$ cat src/rtl/serial_subtractor.sv
// Bit-serial subtractor: diff = a - b - borrow_in, LSB first, one full-subtractor cell per clock.
// Optional feature macro SERIAL_SUB_OVF_EN adds the two's-complement overflow flag output ovf.
module serial_subtractor #(
    parameter int WIDTH = 8
) (
    input  logic             clk,
    input  logic             rst,
    input  logic             start,
    input  logic [WIDTH-1:0] a,
    input  logic [WIDTH-1:0] b,
    input  logic             borrow_in,
    output logic             busy,
    output logic             done,
    output logic [WIDTH-1:0] diff,
    output logic             borrow_out
`ifdef SERIAL_SUB_OVF_EN
    ,
    output logic             ovf
`endif
);
    localparam int CW = $clog2(WIDTH) + 1;

    typedef enum logic [1:0] {
        ST_IDLE  = 2'd0,
        ST_SHIFT = 2'd1,
        ST_DONE  = 2'd2
    } state_t;

    state_t           state_q, state_d;
    logic [WIDTH-1:0] sa_q, sa_d;
    logic [WIDTH-1:0] sb_q, sb_d;
    logic [WIDTH-1:0] res_q, res_d;
    logic [WIDTH-1:0] diff_q, diff_d;
    logic [CW-1:0]    cnt_q, cnt_d;
    logic             br_q, br_d;
    logic             bout_q, bout_d;
    logic             busy_q, busy_d;
    logic             done_q, done_d;
    logic             bit_s;
    logic             br_next_s;
    logic             accept_s;
    logic             last_s;
`ifdef SERIAL_SUB_OVF_EN
    logic             ovf_q, ovf_d;
`endif

    // Full-subtractor cell on the current operand LSBs plus handshake decode
    always_comb begin
        bit_s     = sa_q[0] ^ sb_q[0] ^ br_q;
        br_next_s = (~sa_q[0] & sb_q[0]) | (~(sa_q[0] ^ sb_q[0]) & br_q);
        accept_s  = start && ((state_q == ST_IDLE) || (state_q == ST_DONE));
        last_s    = (state_q == ST_SHIFT) && (cnt_q == CW'(WIDTH - 1));
    end

    // Next-state and datapath update; outputs are derived from the next state so they are registered
    always_comb begin
        state_d = state_q;
        sa_d    = sa_q;
        sb_d    = sb_q;
        res_d   = res_q;
        diff_d  = diff_q;
        cnt_d   = cnt_q;
        br_d    = br_q;
        bout_d  = bout_q;
`ifdef SERIAL_SUB_OVF_EN
        ovf_d   = ovf_q;
`endif
        if (accept_s) begin
            sa_d    = a;
            sb_d    = b;
            br_d    = borrow_in;
            cnt_d   = {CW{1'b0}};
            state_d = ST_SHIFT;
        end else begin
            case (state_q)
                ST_IDLE: begin
                    state_d = ST_IDLE;
                end
                ST_SHIFT: begin
                    res_d = {bit_s, res_q[WIDTH-1:1]};
                    sa_d  = {1'b0, sa_q[WIDTH-1:1]};
                    sb_d  = {1'b0, sb_q[WIDTH-1:1]};
                    br_d  = br_next_s;
                    cnt_d = cnt_q + CW'(1);
                    if (last_s) begin
                        diff_d  = {bit_s, res_q[WIDTH-1:1]};
                        bout_d  = br_next_s;
`ifdef SERIAL_SUB_OVF_EN
                        // br_q is the borrow into the MSB on the last step
                        ovf_d   = br_q ^ br_next_s;
`endif
                        state_d = ST_DONE;
                    end else begin
                        state_d = ST_SHIFT;
                    end
                end
                ST_DONE: begin
                    state_d = ST_IDLE;
                end
                default: begin
                    state_d = ST_IDLE;
                end
            endcase
        end
        busy_d = (state_d == ST_SHIFT);
        done_d = (state_d == ST_DONE);
    end

    // State and datapath registers with asynchronous clear
    always_ff @(posedge clk or posedge rst) begin
        if (rst) begin
            state_q <= ST_IDLE;
            sa_q    <= {WIDTH{1'b0}};
            sb_q    <= {WIDTH{1'b0}};
            res_q   <= {WIDTH{1'b0}};
            diff_q  <= {WIDTH{1'b0}};
            cnt_q   <= {CW{1'b0}};
            br_q    <= 1'b0;
            bout_q  <= 1'b0;
            busy_q  <= 1'b0;
            done_q  <= 1'b0;
`ifdef SERIAL_SUB_OVF_EN
            ovf_q   <= 1'b0;
`endif
        end else begin
            state_q <= state_d;
            sa_q    <= sa_d;
            sb_q    <= sb_d;
            res_q   <= res_d;
            diff_q  <= diff_d;
            cnt_q   <= cnt_d;
            br_q    <= br_d;
            bout_q  <= bout_d;
            busy_q  <= busy_d;
            done_q  <= done_d;
`ifdef SERIAL_SUB_OVF_EN
            ovf_q   <= ovf_d;
`endif
        end
    end

    assign busy       = busy_q;
    assign done       = done_q;
    assign diff       = diff_q;
    assign borrow_out = bout_q;
`ifdef SERIAL_SUB_OVF_EN
    assign ovf        = ovf_q;
`endif

endmodule

$ cat config.mk
export PLATFORM = sky130hd
export DESIGN_NAME = serial_subtractor
export DESIGN_NICKNAME = d
export VERILOG_FILES = /design/src/rtl/serial_subtractor.sv
export SDC_FILE = /design/constraint.sdc
export NUM_CORES = 1
export LEC_CHECK = 0
export ABC_AREA = 1
export CAP_MARGIN = 30
export CORE_MARGIN = 2
export CORE_UTILIZATION = 56
export CTS_CLUSTER_SIZE = 10
export DETAILED_ROUTE_END_ITERATION = 6
export GPL_ROUTABILITY_DRIVEN = 0
export GPL_TIMING_DRIVEN = 0
export HOLD_SLACK_MARGIN = 0.12
export PLACE_DENSITY = 0.89
export RECOVER_POWER = 25
export SLEW_MARGIN = 10
export SYNTH_ARGS = -nofsm -noshare
export SYNTH_HDL_FRONTEND = slang
export SYNTH_SLANG_ARGS = --single-unit
$ cat constraint.sdc
create_clock -name clk -period 2.1 [get_ports clk]
set_input_delay 0.315 -clock clk [delete_from_list [all_inputs] [get_ports clk]]
set_output_delay 0.315 -clock clk [all_outputs]
set_load 0.02 [all_outputs]
Word-level counts from Yosys, hierarchy flattened
Index checks and enable logic that the tools add are counted.
- add/sub/neg operators: 1
- shift operators: 0
- eq/ne operators: 5
- bitwise logic cells: 8
- reduce and logical (&&, ||, !) cells: 7
- $lt $le $gt $ge: 0
- divide/modulo/power cells: 0
- $mul: 0
- muxes and demuxes: 11
- operators by type and width (kind ; count):
    8-bit 2-to-1 mux ; 4
    4-bit 2-to-1 mux ; 2
    2-bit 2-to-1 mux ; 3
    4-bit by 1-bit adder with 4-bit output (second input constant) ; 1
    2-bit by 1-bit == test with 1-bit output (second input constant) ; 2
    2-bit == test (second input constant) ; 2
    4-bit by 3-bit == test with 1-bit output (second input constant) ; 1
    1-bit NOT ; 3
    3-bit AND reduction ; 1
    1-bit AND ; 2
    1-bit logical AND ; 2
    2-bit logical NOT ; 1
    1-bit 2-to-1 mux ; 2
    2-bit AND reduction ; 1
    2-bit nonzero test ; 1
    1-bit XOR ; 2
    1-bit logical OR ; 1
    1-bit OR ; 1
- RAM bits: 0
- output and inout bits: 11
- bits in latches: 0
- input port bits: 20
- memories: 0
- bits in read-only memories: 0
- register bits: 42

Depth between registers and ports, before layout
- depth after elaboration: 6
- gate-level depth with buffers: 8
- gate-level depth less buffers: 7

Worst setup path before layout
Ideal clock, no wire load.
- kind: register to register
- from: register sa_q[0]
- to: register res_q[7]
- buffers on the path: 0
- cell stages (with the launch flop): 4
- data arrival time: 1092 ps
- required time: 2017 ps
- path slack: 925 ps
- path through: dfrtp_1 > fa_1 > inv_1 > o21ai_0
- cells in the longest elaborated chain, start to end: 2
- RTL lines (element ; RTL line ; source):
    start, declared ; 30 ; logic [WIDTH-1:0] sa_q, sa_d;
    start signal, assigned ; 113 ; sa_q <= {WIDTH{1'b0}};
    1-bit XOR (2 in series) ; 49 ; bit_s = sa_q[0] ^ sb_q[0] ^ br_q;
    named net bit_s ; 39 ; logic bit_s;
    end signal, assigned ; 115 ; res_q <= {WIDTH{1'b0}};
    end signal, assigned ; 129 ; res_q <= res_d;
    end, declared ; 32 ; logic [WIDTH-1:0] res_q, res_d;
The timed path passes the listed nets, and every way through them passes these cells.
A chain may end at the register's enable or synchronous reset.

Final worst setup path
- from: register bout_q (netlist: borrow_out)
- to: output port borrow_out
- RTL lines (element ; RTL line ; source):
    start, declared ; 36 ; logic bout_q, bout_d;
    start signal, assigned ; 133 ; bout_q <= bout_d;
    end, declared ; 15 ; output logic borrow_out
No word-level cell between the ends.

==> impl_metrics.tcl <==
set metrics [dict create \
    cp_max_fo 2 \
    hold_class "reg2reg" \
    rows 20 \
    die-area_mm2 0.003819 \
    critical_path_required_ps 1780 \
    irDropWorstVdd_mv 0.7163 \
    clk_latency_ps 350 \
    routed_via_density 4.701 \
    worstSetupPathType "reg2out" \
    cp_slowest_cell "clkdlybuf4s50_1" \
    n_antenna_cell 0 \
    numCtsBuffers 5 \
    cp_top_family "buffers and inverters" \
    io_buffers 30 \
    core_mm2 0.003103 \
    drc 0 \
    grt_max_degree 42 \
    io_pins 31 \
    htree_num_levels 2 \
    worst-slew-pin-transition_ps 966.4 \
    yosysSeqAreaShare_pct 54.85 \
    ant_nets 0 \
    period_minus_slack_ps 1647 \
    dp.cells 296 \
    power.clock.fraction_pct 11.7 \
    fill_cells 262 \
    path_clk_slew_ps 120 \
    rsz0062_at_grt "false" \
    yosys-top-cells-area "dfrtp_1 55%, nand2_1 19%, inv_1 6.6%" \
    synth_area_per_cell_um2 8.464 \
    yosysMostFrequentCell "nand2_1" \
    fmax_mhz 607.2 \
    finalSetupViolCount 0 \
    cts_tree "yes" \
    synth_top_area_cell "dfrtp_1" \
    pwr-share-comb_pct 47.1 \
    cp_slowest_stage_delay_ps 600 \
    async_flop_share_pct 100.0 \
    timing.max_cap.violations 0 \
    hold_viol 0 \
    synth.distinct_cells 21 \
    drt_iter0_markers 49 \
    finClkSkew_ps 8.954 \
    internal_power_w 0.001911 \
    netlist_area_mm2 0.001871 \
    swShare_pct 41.41 \
    yosys.area.top_type_share_pct 54.85 \
    power_density_mw_per_mm2 1427 \
    die_height_um 61.80 \
    fin_crit_sh_pct 78.42 \
    grt_pass1_vias 1436 \
    relSlewSlack_pct 35.57 \
    arrival_ps 1330 \
    cts_setup_buffers 0 \
    synth_nets 243 \
    end_kind "output pin" \
    report.final.slew_viol_count 0 \
    synthCells 221 \
    ys_warn_count 0 \
    post_cts_resized 0 \
    antenna_found_initial 0 \
    path_cells "clkdlybuf4s50_1" \
    nets 281 \
    hold_buffers 0 \
    clockBufferDepth 2 \
    dr.pass1.iters 4 \
    finalWirelength_mm 3.212 \
    drive_above_1_share_pct 12.69 \
    synth.top_cells.by_count "95 x nand2_1, 41 x dfrtp_1, 33 x inv_1" \
    wl_per_cell_um 10.57 \
    gr-total-overflow 0 \
    die_w_um 61.80 \
    root_buffer "clkbuf_4" \
    critPathLaunchType "flop" \
    outcome "completed" \
    synth_edf_count 0 \
    final_cells 304 \
    grt_pass1_wl_mm 5.858 \
    p_leak_nw 1.208 \
    synth-seq-cells 41 \
    start_util_pct 60.28 \
    areaGrowthSynthToFinish_pct 22.21 \
    seqPwrFrac_pct 41.2 \
    hpwl_mm 2.312 \
    route.vias.total 1429 \
    cp_num_buf_inv 1 \
    switching_power_w 0.001351 \
    tns_ps 0 \
    cts_sinks 41 \
    grt_util_all_layers_pct 21.56 \
    synth-main-ff-cell "dfrtp_1" \
]
==> layout by cell type (no fill, tap or decap), types with 2 or more instances in the layout <==
master,n
dfrtp_1,41
nor2_1,5
nand2_2,2
nand3_1,6
inv_2,2
clkdlybuf4s50_1,29
buf_4,2
nand2_1,95
clkbuf_4,5
o21ai_2,8
inv_1,32
buf_6,4
o21ai_0,13
clkinv_2,2
==> flip-flops by register name (all words and copies together), names as in the netlist <==
name / cells
res_q: 7
busy: 1
state_q: 2
br_q: 1
done: 1
sb_q: 8
diff: 8
borrow_out: 1
sa_q: 8
cnt_q: 4
==> path summary, 6_finish.rpt <==
kind | start | endpoint | slack [ps] | cells past startpoint
setup / recovery | borrow_out | borrow_out | 450 | 1
hold reg to reg | sb_q[7] | sb_q[7] | 480 | 2
setup reg to reg | cnt_q[0] | diff[5] | 790 | 7
min in group asynchronous | rst | res_q[1] | 690 | 3
hold / removal | sb_q[7] | sb_q[7] | 480 | 2
max in group asynchronous | rst | br_q | 810 | 3
==> per-layer routing <==
metal | up-vias | global-route usage [%] | part of all wire (%)
met3 | 5 | 6.418 | 4.9
met2 | 34 | 37.44 | 49
met1 | 650 | 24.76 | 45
li1 | 740 | - | -
met4 | 0 | 9.119 | 1.6
met5 | - | 0 | 0
==> final cells by class <==
class	instances	area [um2]	share of cell area, %
Sequential cell	41	1026	44.88
Inverter	37	146.4	6.404
Buffer	7	65.06	2.846
Multi-Input combinational cell	136	633.1	27.70
Tap cell	44	55.05	2.408
Timing Repair Buffer	31	305.3	13.36
Clock buffer	5	37.54	1.642
Clock inverter	3	17.52	0.7663
==> power by group through the flow <==
stage,logic (W),registers [W],clock network [W]
3_5_place_dp,0.00156,0.00135,0
2_1_floorplan,0.00100,0.00143,0
4_1_cts,0.00156,0.00134,0.000396
6_report,0.00154,0.00134,0.000381
3_3_place_gp,0.00149,0.00133,0
5_1_grt,0.00177,0.00139,0.000433
==> stage by stage <==
step / power, W / setup slack (ps) / area [um2] / hold WS, ps / utilization (%)
finish: 0.003262 / 453.1 / 2286 / 483.0 / 73.67
global route: 0.003592 / 373.4 / 2286 / 510.4 / 73.67
CTS: 0.003303 / 432.6 / 2301 / 292.5 / 74.15
detailed placement: 0.002916 / 584.4 / 2246 / 459.2 / 72.38
global placement: 0.002827 / 45.29 / 2226 / 454.6 / 71.73
floorplan: 0.002433 / 839.0 / 1871 / 431.6 / -
==> logic make-up after synthesis <==
group                    after synthesis  synth area share, %
adder cells (fa/ha/maj)                2                1.739
buffers and inverters                 44                11.30
AO/OA/AOI/OAI                         23                7.759
AND/OR/NAND/NOR                      111                24.35
flip-flops                            41                54.85
No activity file was read; power rests on OpenSTA's default activity.
